## src/rtl/scaler_pkg.sv

```systemverilog
// Shared types and constants for the vertical scaler (scheduler and datapath).
// Latency: n/a (package only).
// Backpressure: n/a.
package scaler_pkg;

  // Fixed-point 1.000 for the scale step; must be a power of two.
  localparam int unsigned LINE_STEP_DEF = 4096;

  // Sticky error flag positions, shared with the scaler_v datapath.
  localparam int unsigned ERR_LEN_IDX = 0;
  localparam int unsigned ERR_OVF_IDX = 1;
  localparam int unsigned ERR_CFG_IDX = 2;
  localparam int unsigned ERR_NUM     = 3;

  typedef enum logic [2:0] {
    S_WAIT_LOW  = 3'd0,
    S_IDLE      = 3'd1,
    S_HBLANK    = 3'd2,
    S_LINE      = 3'd3,
    S_FRAME_END = 3'd4
  } sched_state_e;

  // Phase width matches the linear interpolation table address.
  function automatic int unsigned dy_width_f(input int unsigned line_step);
    return $clog2(line_step) - 1;
  endfunction

  function automatic logic [15:0] sat_inc16(input logic [15:0] v);
    return (v == 16'hFFFF) ? v : v + 16'd1;
  endfunction

endpackage

```

## src/rtl/scaler_cfg_shadow.sv

```systemverilog
// Pending/active shadow of the scale configuration, applied only on apply_i.
// Latency: active registers update 1 cycle after apply_i; zero_step_o is same-cycle.
// Backpressure: none; cfg_wr is always accepted (last write before apply wins).
// Ports: cfg_* / cfg_wr software side; apply_i frame-start strobe;
//        scale_step_o / line_in_size_o active values; zero_step_o pulse when a 0 step is applied.
module scaler_cfg_shadow
  import scaler_pkg::*;
#(
  parameter logic [15:0] LINE_STEP     = 16'(LINE_STEP_DEF),
  parameter logic [15:0] LINE_SIZE_RST = 16'd1024
) (
  input  logic        clk,
  input  logic        rst,
  input  logic [15:0] cfg_scale_step,
  input  logic [15:0] cfg_line_in_size,
  input  logic        cfg_wr,
  input  logic        apply_i,
  output logic [15:0] scale_step_o,
  output logic [15:0] line_in_size_o,
  output logic        zero_step_o
);

  logic        pend_vld_q, pend_vld_d;
  logic [15:0] pend_step_q, pend_step_d;
  logic [15:0] pend_size_q, pend_size_d;
  logic [15:0] act_step_q, act_step_d;
  logic [15:0] act_size_q, act_size_d;
  logic        take;

  always_comb begin
    pend_vld_d  = pend_vld_q;
    pend_step_d = pend_step_q;
    pend_size_d = pend_size_q;
    act_step_d  = act_step_q;
    act_size_d  = act_size_q;
    take        = apply_i & pend_vld_q;

    if (take) begin
      // A zero step would stall the output accumulator; fall back to 1:1.
      act_step_d = (pend_step_q == 16'd0) ? LINE_STEP : pend_step_q;
      act_size_d = pend_size_q;
      pend_vld_d = 1'b0;
    end
    // Evaluated after the apply so a write in the apply cycle stays pending.
    if (cfg_wr) begin
      pend_step_d = cfg_scale_step;
      pend_size_d = cfg_line_in_size;
      pend_vld_d  = 1'b1;
    end
  end

  always_ff @(posedge clk) begin
    if (rst) begin
      pend_vld_q  <= 1'b0;
      pend_step_q <= LINE_STEP;
      pend_size_q <= LINE_SIZE_RST;
      act_step_q  <= LINE_STEP;
      act_size_q  <= LINE_SIZE_RST;
    end else begin
      pend_vld_q  <= pend_vld_d;
      pend_step_q <= pend_step_d;
      pend_size_q <= pend_size_d;
      act_step_q  <= act_step_d;
      act_size_q  <= act_size_d;
    end
  end

  assign scale_step_o   = act_step_q;
  assign line_in_size_o = act_size_q;
  assign zero_step_o    = take & (pend_step_q == 16'd0);

endmodule

```

## src/rtl/scaler_v_sched.sv

```systemverilog
// Frame/line scheduler for the vertical scaler: per-line output decision and phase.
// Latency: decisions 1 cycle after the input edge; outputs valid the cycle after that.
// Backpressure: none; follows video timing, no stall capability.
// Ports: vs_i/hs_i/de_i video timing; cfg_* software config; line_en_o/dy_o per-line
//        schedule; frame_* per-frame report; err_* sticky errors cleared by err_clr.
module scaler_v_sched
  import scaler_pkg::*;
#(
  parameter int unsigned LINE_STEP        = LINE_STEP_DEF,
  parameter int unsigned LINE_IN_SIZE_MAX = 1024,
  parameter int unsigned ACC_WIDTH        = 32,
  parameter int unsigned DY_WIDTH         = dy_width_f(LINE_STEP)
) (
  input  logic                clk,
  input  logic                rst,
  input  logic [15:0]         cfg_scale_step,
  input  logic [15:0]         cfg_line_in_size,
  input  logic                cfg_wr,
  input  logic                vs_i,
  input  logic                hs_i,
  input  logic                de_i,
  output logic [15:0]         scale_step_o,
  output logic [15:0]         line_in_size_o,
  output logic                line_en_o,
  output logic [DY_WIDTH-1:0] dy_o,
  output logic                frame_done_o,
  output logic [15:0]         frame_lines_in_o,
  output logic [15:0]         frame_lines_out_o,
  output logic                err_len_o,
  output logic                err_ovf_o,
  output logic                err_cfg_o,
  input  logic                err_clr
);

  localparam logic [ACC_WIDTH-1:0] STEP_ACC = ACC_WIDTH'(LINE_STEP);
  localparam logic [15:0]          PX_MAX   = 16'(LINE_IN_SIZE_MAX);
  localparam logic [15:0]          PX_SAT   = 16'(LINE_IN_SIZE_MAX + 1);

  sched_state_e          state_q, state_d;
  logic                  vs_q, hs_q;
  logic                  vs_rise, vs_fall, hs_rise, hs_fall;
  logic [ACC_WIDTH-1:0]  acc_in_q, acc_in_d, acc_out_q, acc_out_d, acc_in_nxt;
  logic [15:0]           lines_in_q, lines_in_d, lines_out_q, lines_out_d;
  logic [15:0]           px_cnt_q, px_cnt_d;
  logic                  line_en_q, line_en_d;
  logic [DY_WIDTH-1:0]   dy_q, dy_d;
  logic [15:0]           frame_lines_in_q, frame_lines_in_d;
  logic [15:0]           frame_lines_out_q, frame_lines_out_d;
  logic [ERR_NUM-1:0]    err_q, err_d, err_set;
  logic                  cfg_apply, cfg_zero_step, line_end, to_frame_end;

  scaler_cfg_shadow #(
    .LINE_STEP     (16'(LINE_STEP)),
    .LINE_SIZE_RST (16'(LINE_IN_SIZE_MAX))
  ) u_cfg_shadow (
    .clk              (clk),
    .rst              (rst),
    .cfg_scale_step   (cfg_scale_step),
    .cfg_line_in_size (cfg_line_in_size),
    .cfg_wr           (cfg_wr),
    .apply_i          (cfg_apply),
    .scale_step_o     (scale_step_o),
    .line_in_size_o   (line_in_size_o),
    .zero_step_o      (cfg_zero_step)
  );

  assign vs_rise = vs_i & ~vs_q;
  assign vs_fall = ~vs_i & vs_q;
  assign hs_rise = hs_i & ~hs_q;
  assign hs_fall = ~hs_i & hs_q;

  always_comb begin
    state_d           = state_q;
    acc_in_d          = acc_in_q;
    acc_out_d         = acc_out_q;
    lines_in_d        = lines_in_q;
    lines_out_d       = lines_out_q;
    px_cnt_d          = px_cnt_q;
    line_en_d         = line_en_q;
    dy_d              = dy_q;
    frame_lines_in_d  = frame_lines_in_q;
    frame_lines_out_d = frame_lines_out_q;
    cfg_apply         = 1'b0;
    line_end          = 1'b0;
    to_frame_end      = 1'b0;
    acc_in_nxt        = acc_in_q + STEP_ACC;

    case (state_q)
      // Skip whatever is left of a frame that was in flight at reset.
      S_WAIT_LOW: if (!vs_i) state_d = S_IDLE;
      S_IDLE: begin
        if (vs_rise) begin
          cfg_apply   = 1'b1;
          acc_in_d    = '0;
          acc_out_d   = '0;
          lines_in_d  = '0;
          lines_out_d = '0;
          state_d     = S_HBLANK;
        end
      end
      S_HBLANK: begin
        if (vs_fall) begin
          to_frame_end = 1'b1;
        end else if (hs_fall) begin
          // Emit an output line whenever the input position passes the next
          // output position; one output per input caps upscaling at 1:1.
          line_en_d = (acc_in_nxt > acc_out_q);
          dy_d      = acc_out_q[1 +: DY_WIDTH];
          if (line_en_d) begin
            acc_out_d   = acc_out_q + ACC_WIDTH'(scale_step_o);
            lines_out_d = sat_inc16(lines_out_q);
          end
          acc_in_d   = acc_in_nxt;
          lines_in_d = sat_inc16(lines_in_q);
          px_cnt_d   = '0;
          state_d    = S_LINE;
        end
      end
      S_LINE: begin
        if (de_i && (px_cnt_q != PX_SAT)) px_cnt_d = px_cnt_q + 16'd1;
        if (vs_fall) begin
          line_end     = 1'b1;
          to_frame_end = 1'b1;
        end else if (hs_rise) begin
          line_end = 1'b1;
          state_d  = S_HBLANK;
        end
      end
      S_FRAME_END: state_d = S_IDLE;
      default:     state_d = S_WAIT_LOW;
    endcase

    // Latch the report on entry so it is valid while frame_done_o is high.
    if (to_frame_end) begin
      state_d           = S_FRAME_END;
      frame_lines_in_d  = lines_in_q;
      frame_lines_out_d = lines_out_q;
    end

    err_set              = '0;
    err_set[ERR_LEN_IDX] = line_end && (px_cnt_q != line_in_size_o);
    err_set[ERR_OVF_IDX] = line_end && (px_cnt_q > PX_MAX);
    err_set[ERR_CFG_IDX] = cfg_zero_step;
    // A set in the same cycle as a clear wins.
    err_d = (err_q & ~{ERR_NUM{err_clr}}) | err_set;
  end

  always_ff @(posedge clk) begin
    if (rst) begin
      state_q           <= S_WAIT_LOW;
      vs_q              <= 1'b0;
      hs_q              <= 1'b0;
      acc_in_q          <= '0;
      acc_out_q         <= '0;
      lines_in_q        <= '0;
      lines_out_q       <= '0;
      px_cnt_q          <= '0;
      line_en_q         <= 1'b0;
      dy_q              <= '0;
      frame_lines_in_q  <= '0;
      frame_lines_out_q <= '0;
      err_q             <= '0;
    end else begin
      state_q           <= state_d;
      vs_q              <= vs_i;
      hs_q              <= hs_i;
      acc_in_q          <= acc_in_d;
      acc_out_q         <= acc_out_d;
      lines_in_q        <= lines_in_d;
      lines_out_q       <= lines_out_d;
      px_cnt_q          <= px_cnt_d;
      line_en_q         <= line_en_d;
      dy_q              <= dy_d;
      frame_lines_in_q  <= frame_lines_in_d;
      frame_lines_out_q <= frame_lines_out_d;
      err_q             <= err_d;
    end
  end

  assign line_en_o         = line_en_q;
  assign dy_o              = dy_q;
  assign frame_done_o      = (state_q == S_FRAME_END);
  assign frame_lines_in_o  = frame_lines_in_q;
  assign frame_lines_out_o = frame_lines_out_q;
  assign err_len_o         = err_q[ERR_LEN_IDX];
  assign err_ovf_o         = err_q[ERR_OVF_IDX];
  assign err_cfg_o         = err_q[ERR_CFG_IDX];

endmodule

```

## config.mk

```make
export PLATFORM = sky130hd
export DESIGN_NAME = scaler_v_sched
export DESIGN_NICKNAME = d
export VERILOG_FILES = /design/src/rtl/scaler_pkg.sv /design/src/rtl/scaler_cfg_shadow.sv /design/src/rtl/scaler_v_sched.sv
export SDC_FILE = /design/constraint.sdc
export NUM_CORES = 1
export LEC_CHECK = 0
export ABC_CLOCK_PERIOD_IN_PS = 10350
export CORE_MARGIN = 3
export CORE_UTILIZATION = 55
export DETAILED_ROUTE_END_ITERATION = 16
export PLACE_DENSITY = 0.87
export SYNTH_ARGS = -nofsm -noshare
export SYNTH_HDL_FRONTEND = slang
export SYNTH_SLANG_ARGS = --single-unit
export TNS_END_PERCENT = 1
```

## constraint.sdc

```tcl
create_clock -name clk -period 10.35 [get_ports clk]
set_input_delay 2.07 -clock clk [delete_from_list [all_inputs] [get_ports clk]]
set_output_delay 2.07 -clock clk [all_outputs]
set_load 0.02 [all_outputs]
```

# == After elaboration in Yosys (flattened, before gate mapping) ==
# Cells that the tools add are included.
# word_totals
regBits,229
in_bits,39
output_inout_bits,80
elab_cells,122
# classes
n_addsub,5
magnitude_cmp,2
n_eq_ne,24
mux,40
n_bitwise,14
reduce_logical,18
# op_table
op,n
$mux 16,12
$mux 32,6
$pmux 32 s2,2
$pmux 16 s2,3
$add 16x1->16 const B,3
$add 32x13->32 const B,1
$add 32x16->32,1
$eq 16x16->1 const B,2
$gt 32x32->1,1
$mux 3,7
$ne 2x2->1 const B,10
$ne 3x3->1 const B,6
$reduce_and 6->1,3
$gt 16x11->1 const B,1
$logic_not 16->1,1
$ne 16x11->1 const B,1
$ne 16x16->1,1
$pmux 3 s5,1
$reduce_and 5->1,2
$mux 1,9
$reduce_and 4->1,2
$and 1x1->1,6
$eq 3x2->1 const B,2
$reduce_bool 2->1,3
other kinds (10),17

# == Depth between registers and ports, before layout ==
# Gate-level depths: netlist (run 1).
# depth
depth_word,7
ltp_mapped,18
ltp_nobuf,16

# == Cells and area by module ==
# A second synthesis (run 1) with hierarchy kept.
# unflattened
hier_cells,1297
area_unflattened_um2,10591.4
# modules_own_cells
module,instances,cells_each,area_per_inst_um2,seq_area_each_um2
scaler_v_sched,1,1043,8274.2,3042.9
scaler_cfg_shadow,1,254,2317.2,1301.2

# == Least setup slack after synthesis (run 1) ==
# OpenSTA, ideal clock, no wires.
# synth_timing
kind,register to register
start,register acc_in_q[12]
end,register acc_out_q[17]
setup_time_ps,62
arrival_ps,3817
t_required_ps,10288
slack_ps,6471
stages_incl_launch_ff,17
path_buffers,1
synth_period_minus_slack_ps,3879
cell_sequence,dfxtp_1 > ha_1 > nand3_2 > nor3_1 > and3_1 > and3_1 > buf_2 > nand3_1 > xnor2_1 > ha_1 > and4_1 > and4_1 > a22oi_1 > o211ai_1 > nand3_1 > or4_1 > nand3_1
# synth_via
elab_chain_len,4
# synth_lines
element,line,text
"start, declared",scaler_v_sched.sv:42,"logic [ACC_WIDTH-1:0] acc_in_q, acc_in_d, acc_out_q, acc_out_d, acc_in_nxt;"
"start signal, assigned",scaler_v_sched.sv:167,acc_in_q <= acc_in_d;
$add 32x13->32,scaler_v_sched.sv:86,acc_in_nxt = acc_in_q + STEP_ACC;
$gt 32x32->1,scaler_v_sched.sv:107,line_en_d = (acc_in_nxt > acc_out_q);
$ne 2x2->1 (no line),--,
$reduce_and 5->1 (no line),--,
"end signal, assigned",scaler_v_sched.sv:168,acc_out_q <= acc_out_d;
"end, declared",scaler_v_sched.sv:42,
# Every way passes these cells.
# A chain may end at the register's enable or synchronous reset.

# == Final worst setup path (run 1) ==
# layout_timing
start,register acc_in_q[12]
end,register lines_out_q[13]
# layout_via
elab_chain_len,4
# layout_lines
element,line,text
$add 32x13->32,scaler_v_sched.sv:86,
$gt 32x32->1,scaler_v_sched.sv:107,
$ne 2x2->1 (no line),--,
$reduce_and 6->1 (no line),--,
"end signal, assigned",scaler_v_sched.sv:170,lines_out_q <= lines_out_d;
"end, declared",scaler_v_sched.sv:43,"logic [15:0] lines_in_q, lines_in_d, lines_out_q, lines_out_d;"
# Every way passes these cells.

==> metrics.md, run 1 <==
| Metric | Value |
|---|---|
| Setup Buffers After CTS | 0 |
| Max Slew Vio Count | 0 |
| Leak pwr | 0.00475 uW |
| Met2 GRT Util | 40.9% |
| Worst Max-Slew Pin Slew | 1.19 ns |
| Clock share of power | 46.5% |
| Die area | 20600 um^2 |
| Switching power total | 450 uW |
| Clock Tree Root | clkbuf_16 |
| Congestion Overflow GR | 0 |
| CP startpoint | acc_in_q[12]$_SDFFE_PP0P_ |
| Gr busiest metal | met2 |
| Minimum clock period | 4.97 ns |
| Routed vias/inst | 5.81 |
| Via count | 9374 |
| # setup viols final | 0 |
| Worst r2r src | acc_in_q[12]$_SDFFE_PP0P_ |
| Met1 Resource Use GR | 31.1% |
| PostCTS Resize Cnt | 0 |
| Wirelength, routed | 25700 um |
| Layout net count | 1448 |
| DRC viols | 0 |
| I/O Pins | 119 |
| Placement-stage worst setup slack | 5.09 ns |
| Routed WL per cell | 15.9 um |
| Synth Instances | 1277 |
| Synth cell types | 72 |
| Fin cells | 1613 |
| TritonCTS clock tree | done |
| Final WS setup | 5.38 ns |
| Port bufs | 118 |
| Seq/Total Area, Yosys | 41.8% |
| FMAX | 0.201 GHz |
| Layout cells sized above 1 | 5.42% |
| Crit-path max FO | 15 |
| Post-synthesis register bit count | 217 |
| Overall Power | 1860 uW |
| First-pass GRT wire length | 42200 um |
| CORE AREA | 18300 um^2 |
| Hold path startpoint | frame_lines_out_o[3]$_SDFFE_PP0P_ |
| Top FF cell, synth | dfxtp_1 |
| Fin area | 12500 um^2 |
| Cts bufs inserted | 24 |
| Critical path type | flop to flop |
| Max-cap viol count | 0 |
| Worst path cell trace | ha_1, nand3_2, nor3_1, and3_1, and3_1, nand3_1, xnor2_1, ha_1, and4_1, and4_1, a22oi_1, o211ai_1, o2111a_1, nor2_1, o21ai_0, o31ai_1 |
| Top post-synthesis cells by area | dfxtp_1 (42%), nand2_1 (8.1%), a21oi_1 (6.4%) |
| Clock Tree Buf Depth | 3 |
| CTS Sinks | 217 |
| Initial core utilization | 56.9% |
| Row cnt | 49 |
| Largest net degree at the start of global routing | 86 |
| Arr. time, crit path | 5.39 ns |
| Drt first pass iters | 8 |
| Vias in the first global route | 9004 |
| Detail Route Antenna Nets | 0 |
| GRT Total Usage | 24.4% |
| Initial antenna violation count | 0 |
| CTS Hold Bufs | 0 |
| Initial drt markers | 629 |
| Hold crit path type | flop to flop |
| Global placer's final weighted congestion | 0.911 |
| Clk_lat worst skew | 0.52 ns |
| Post-Syn Area per Cell | 8.14 um^2 |
| Post-route setup TNS | 0 ns |
| Switching part of the total power | 24.1% |
| Post-Syn Area | 10400 um^2 |
| H-tree depth | 1 |
| Placed cells | 1569 |
| Status | completed |
| Final Hold Fails | 0 |
| VDD IR-drop max | 0.000146 V |
| Clock transition at path regs | 0.06 ns |
| Area leader, netlist | dfxtp_1 |
| Comb pwr share | 7.3% |
| Placement Cell Area | 11600 um^2 |
| Power density cells | 150 nW/um^2 |
| Die width | 143 um |
| Max_slew headroom | 20.4% |
| Crit share post-route | 48.0% |
| Async S/R FF share, synth | 0% |
| Syn Nets | 1359 |
| Critical Path Slowest Stage Cell | nor2_1 |
| RSZ-0062 raised after global routing | false |
| Clk_skew | 0.0222 ns |
| Die height | 143 um |
| Startpoint types | flop |
| Critical Path Max Stage Delay | 0.69 ns |
| Met3 Resource Use GR | 5.62% |
| Seq pwr share | 46.2% |
| Post-synth top area share | 41.8% |
| P&R area growth vs syn | 19.9% |
| Synth warn | 0 |
| Number of synthesized flops with an enable pin | 0 |
| Post-DP HPWL | 17600 um |
| Crit path capture type | flop |
| Internal | 1420 uW |
| Critical path data required time | 10.77 ns |
## path summary, 6_finish.rpt
path                                             to  slack [ns]  cells past startpoint
hold / removal    frame_lines_out_o[3]$_SDFFE_PP0P_        0.45                      2
setup / recovery       lines_out_q[13]$_SDFFE_PP0P_        5.38                     16
setup reg to reg       lines_out_q[13]$_SDFFE_PP0P_        5.38                     16
hold reg to reg   frame_lines_out_o[3]$_SDFFE_PP0P_        0.45                      2
## registers in the layout, summed over array words and instances, names as in the netlist
name / count
lines_out_q: 16
vs_q: 1
u_cfg_shadow.pend_size_q: 16
hs_q: 1
u_cfg_shadow.scale_step_o: 16
err_q: 3
u_cfg_shadow.pend_vld_q: 1
line_en_o: 1
frame_lines_in_o: 16
u_cfg_shadow.pend_step_q: 16
acc_in_q: 20
state_q: 3
acc_out_q: 32
frame_lines_out_o: 16
lines_in_q: 16
dy_o: 11
px_cnt_q: 16
u_cfg_shadow.line_in_size_o: 16
## power groups by stage
stage	Sequential (uW)	Clock (uW)	Combinational [uW]
floorplan	877	0	95.9
global placement	879	0	130
detailed placement	880	0	132
CTS	862	875	133
global route	864	910	148
finish	862	867	135
## logic make-up after synthesis
group / synth area share, %
xor gates and xnor gates: 6.23
DFF: 41.8
buffers and inverters: 3.79
AOI/OAI and AO/OA: 15.8
muxes: 2.99
adders and majority gates: 5.25
and+or+nand+nor: 24.2
## cell type report
class	instances	area, um^2
clock buffer	31	687
tap	229	287
timing repair buffer	125	1230
sequential	217	4340
clock inverter	12	130
antenna	1	2.50
fill	1420	5800
multi-input combinational	963	5660
inverter	35	131
## layer usage
layer  share of wire [%]  up-vias
met5                   0        -
met1                  43     4387
met3                 7.1       64
li1                    -     4607
met4                 3.0        0
met2                  47      316
## critical path, delay by kind of cell (launching register included)
kind | cells | cell delay, ns
and+or+nand+nor | 8 | 2.46
AOI/OAI and AO/OA | 5 | 1.25
adders and majority gates | 2 | 0.59
DFF | 1 | 0.41
xor gates and xnor gates | 1 | 0.16
## placed cells by master (no fill, tap or decap), types with 7 or more instances in the layout
master | Yosys | layout
mux2i_1 | 31 | 31
xnor2_1 | 31 | 31
nand2b_1 | 9 | 9
and3_1 | 25 | 25
nand3b_1 | 7 | 7
nand4_1 | 11 | 11
and4_1 | 7 | 7
a22oi_1 | 8 | 8
nand2_1 | 225 | 225
a31oi_1 | 7 | 7
xor2_1 | 43 | 43
nor2_1 | 129 | 128
a21oi_1 | 133 | 133
buf_4 | 0 | 8
o21ai_0 | 60 | 60
nor4_1 | 17 | 17
ha_1 | 42 | 42
nand3_1 | 50 | 50
a21o_1 | 10 | 10
clkbuf_16 | 0 | 24
clkdlybuf4s50_1 | 0 | 116
nor3_1 | 22 | 22
dfxtp_1 | 217 | 217
inv_1 | 35 | 35
## stage by stage
stage          utilization, %  hold slack [ns]
5_1_grt                  68.2            0.469
6_report                 68.2            0.451
3_5_place_dp             63.8            0.446
3_3_place_gp             63.8            0.440
4_1_cts                  68.2            0.454
2_1_floorplan               -            0.430
## synth_stat cells (5+ instances only)
cell type,n
a21o_1,10
a21oi_1,133
a22oi_1,8
a31oi_1,7
and2_1,6
and3_1,25
and4_1,7
buf_2,12
clkbuf_1,46
dfxtp_1,217
ha_1,42
inv_1,35
mux2i_1,31
nand2_1,225
nand2b_1,9
nand3_1,50
nand3b_1,7
nand4_1,11
nor2_1,129
nor2b_1,6
nor3_1,22
nor3b_1,5
nor4_1,17
o21ai_0,60
o41ai_1,5
or3_1,6
xnor2_1,31
xor2_1,43
Note: power is estimated with default switching activity, not from simulation.
==> inputs of run 2 (changes only) <==
Settings changed: ABC_CLOCK_PERIOD_IN_PS 10350 to 4300, CORE_UTILIZATION 55 to 51, PLACE_DENSITY 0.87 to 0.85.
Clock period 10.35 ns to 4.3 ns, I/O delays scaled along.
==> metrics.md, run 2 (synthesis gave the netlist of run 1 again) <==
| Metric | Value |
|---|---|
| Initial antenna violation count | 0 (unchanged) |
| I/O Pins | 119 (unchanged) |
| Vias in the first global route | 8958 (was 9004) |
| Initial core utilization | 52.7% (was 56.9%) |
| Most common cell after layout, fill and taps aside | nand2_1 (unchanged) |
| First-pass GRT wire length | 43200 um (was 42200 um) |
| Commonest cells after routing, fill and taps aside | nand2_1 (225), dfxtp_1 (213), a21oi_1 (133) (was nand2_1 (225), dfxtp_1 (217), a21oi_1 (133)) |
| FMAX | 0.249 GHz (was 0.201 GHz) |
| Layout net count | 1458 (was 1448) |
| Largest net degree at the start of global routing | 61 (was 86) |
| Placement-stage worst setup slack | -0.109 ns (was 5.09 ns) |
| Port bufs | 118 (unchanged) |
| Max Slew Vio Count | 0 (unchanged) |
| Routed vias/inst | 5.67 (was 5.81) |
| Clock transition at path regs | 0.06 ns (about the same) |
| Internal | 3390 uW (was 1420 uW) |
| Power density cells | 354 nW/um^2 (was 150 nW/um^2) |
| Max_slew headroom | 35.3% (was 20.4%) |
| Final WS setup | 0.284 ns (was 5.38 ns) |
| Leak pwr | 0.00483 uW (was 0.00475 uW) |
| Die height | 149 um (was 143 um) |
| Layout cells sized above 1 | 6.74% (was 5.42%) |
| CTS Hold Bufs | 0 (unchanged) |
| Post-route setup TNS | 0 ns (unchanged) |
| Status | completed (unchanged) |
| ANT cells | 0 (was 1) |
| VDD IR-drop max | 0.000300 V (was 0.000146 V) |
| Largest registers | acc_out_q: 32 flops, acc_in_q: 20 flops (unchanged) |
| Crit-path max FO | 10 (was 15) |
| Multi-input logic area | 5700 um^2 (was 5660 um^2) |
| Cts bufs inserted | 24 (unchanged) |
| # fillers | 1578 (was 1420) |
| Clock share of power | 45.8% (was 46.5%) |
| Final Hold Fails | 0 (unchanged) |
| Critical path data required time | 4.70 ns (was 10.77 ns) |
| Minimum clock period | 4.02 ns (was 4.97 ns) |
| Initial drt markers | 683 (was 629) |
| Placed cells | 1613 (was 1569) |
| Wirelength, routed | 26000 um (was 25700 um) |
| Clock Tree Root | clkbuf_16 (unchanged) |
| Row cnt | 51 (was 49) |
| Die area | 22100 um^2 (was 20600 um^2) |
| Fin cells | 1659 (was 1613) |
| Max reg flops | 32 (unchanged) |
| Switching power total | 1090 uW (was 450 uW) |
| FF-to-FF setup slack | 0.28 ns (was 5.38 ns) |
| # setup viols final | 0 (unchanged) |
| GRT Total Usage | 23.2% (was 24.4%) |
| TritonCTS clock tree | done (unchanged) |
| Comb pwr share | 7.8% (was 7.3%) |
| Crit share post-route | 93.4% (was 48.0%) |
| Sequential Area | 4350 um^2 (was 4340 um^2) |
| Seq pwr share | 46.4% (was 46.2%) |
| Routed WL per cell | 15.7 um (was 15.9 um) |
| Clk_skew | 0.0137 ns (was 0.0222 ns) |
| Max-cap viol count | 0 (unchanged) |
| H-tree depth | 1 (unchanged) |
| CTS Sinks | 217 (unchanged) |
| Startpoint types | flop (unchanged) |
| CORE AREA | 19700 um^2 (was 18300 um^2) |
| Critical path type | flop to flop (unchanged) |
| Hold crit path type | flop to flop (unchanged) |
| Post-DP HPWL | 18300 um (was 17600 um) |
| Arr. time, crit path | 4.42 ns (was 5.39 ns) |
| Congestion Overflow GR | 0 (unchanged) |
| Worst Max-Slew Pin Slew | 0.971 ns (was 1.19 ns) |
| Global placer's final weighted congestion | 0.872 (was 0.911) |
| Clk_lat worst skew | 0.52 ns (about the same) |
| P&R area growth vs syn | 21.4% (was 19.9%) |
| DRC viols | 0 (unchanged) |
| Drt first pass iters | 5 (was 8) |
| Detail Route Antenna Nets | 0 (unchanged) |
| Largest Register | acc_out_q (unchanged) |
| Die width | 149 um (was 143 um) |
| Clock Tree Buf Depth | 3 (unchanged) |
| Via count | 9403 (was 9374) |
| Overall Power | 4470 uW (was 1860 uW) |
| Worst hold slack | 0.452 ns (was 0.451 ns) |
| Switching part of the total power | 24.3% (was 24.1%) |
| Crit path capture type | flop (unchanged) |
==> run 2: cell types whose count changed in the layout (fill, tap and decap cells not counted), sizes merged <==
cell / previous run / this run
clkinvlp: 2 / 1
diode: 1 / 0
buf: 9 / 19
clkinv: 7 / 9
==> run 2: cell type report <==
cell class                      count  share of cell area, %
Multi-Input combinational cell    963                   45.2
Sequential cell                   217                   34.5
Timing Repair Buffer              135                   10.3
Clock buffer                       31                   5.28
Tap cell                          265                   2.63
Clock inverter                     13                   1.05
Inverter                           35                   1.04
==> run 2: routing by layer <==
metal / global-route usage [%] / share of wire, %
met3: 4.80 / 7.0
met4: 7.64 / 2.8
met5: 0 / 0
met2: 39.1 / 48
met1: 30.0 / 42
==> run 2: worst max-delay path, cell delays in order (launching register included) <==
cell and delay, ns:
dfxtp_1 0.41, nand3_1 0.16, nor3_4 0.19, and3_2 0.27
and3_1 0.24, and3_2 0.25, and3_1 0.22, xor2_1 0.09
ha_1 0.29, and4_1 0.24, and4_1 0.21, a22oi_1 0.07
o211ai_1 0.23, buf_4 0.20, a211oi_4 0.07, buf_6 0.18
o2bb2ai_1 0.11, a31o_2 0.24, or2_1 0.22
==> run 2: path summary, 6_finish.rpt <==
check	start	endpoint	cells past startpoint
worst max-delay path	acc_in_q[16]$_SDFFE_PP0P_	acc_out_q[27]$_SDFFE_PP0P_	18
worst min-delay path	dy_o[3]$_SDFFE_PP0P_	dy_o[3]$_SDFFE_PP0P_	2
worst max register to register	acc_in_q[16]$_SDFFE_PP0P_	acc_out_q[27]$_SDFFE_PP0P_	18
worst min register to register	dy_o[3]$_SDFFE_PP0P_	dy_o[3]$_SDFFE_PP0P_	2
==> run 2: power groups by stage <==
stage / sequential (uW) / combinational (uW) / clock [uW]
after CTS: 2070 / 339 / 2070
after detailed placement: 2120 / 334 / 0
after global routing: 2080 / 379 / 2160
final: 2080 / 347 / 2050
after global placement: 2120 / 328 / 0
after floorplan: 2110 / 231 / 0
==> run 2: through the flow <==
step,util (%),cell area [um^2]
floorplan,-,10400
global route,64.0,12600
global placement,59.6,11800
CTS,63.7,12600
finish,64.0,12600
detailed placement,59.6,11800
==> run 2: repair_timing <==
item                                    in CTS  in global routing
pin swaps                                    0                  2
buffers inserted                             0                  2
endpoints found under the setup margin      17                 48
gates resized for setup                      2                 13
cloned                                       0                  0
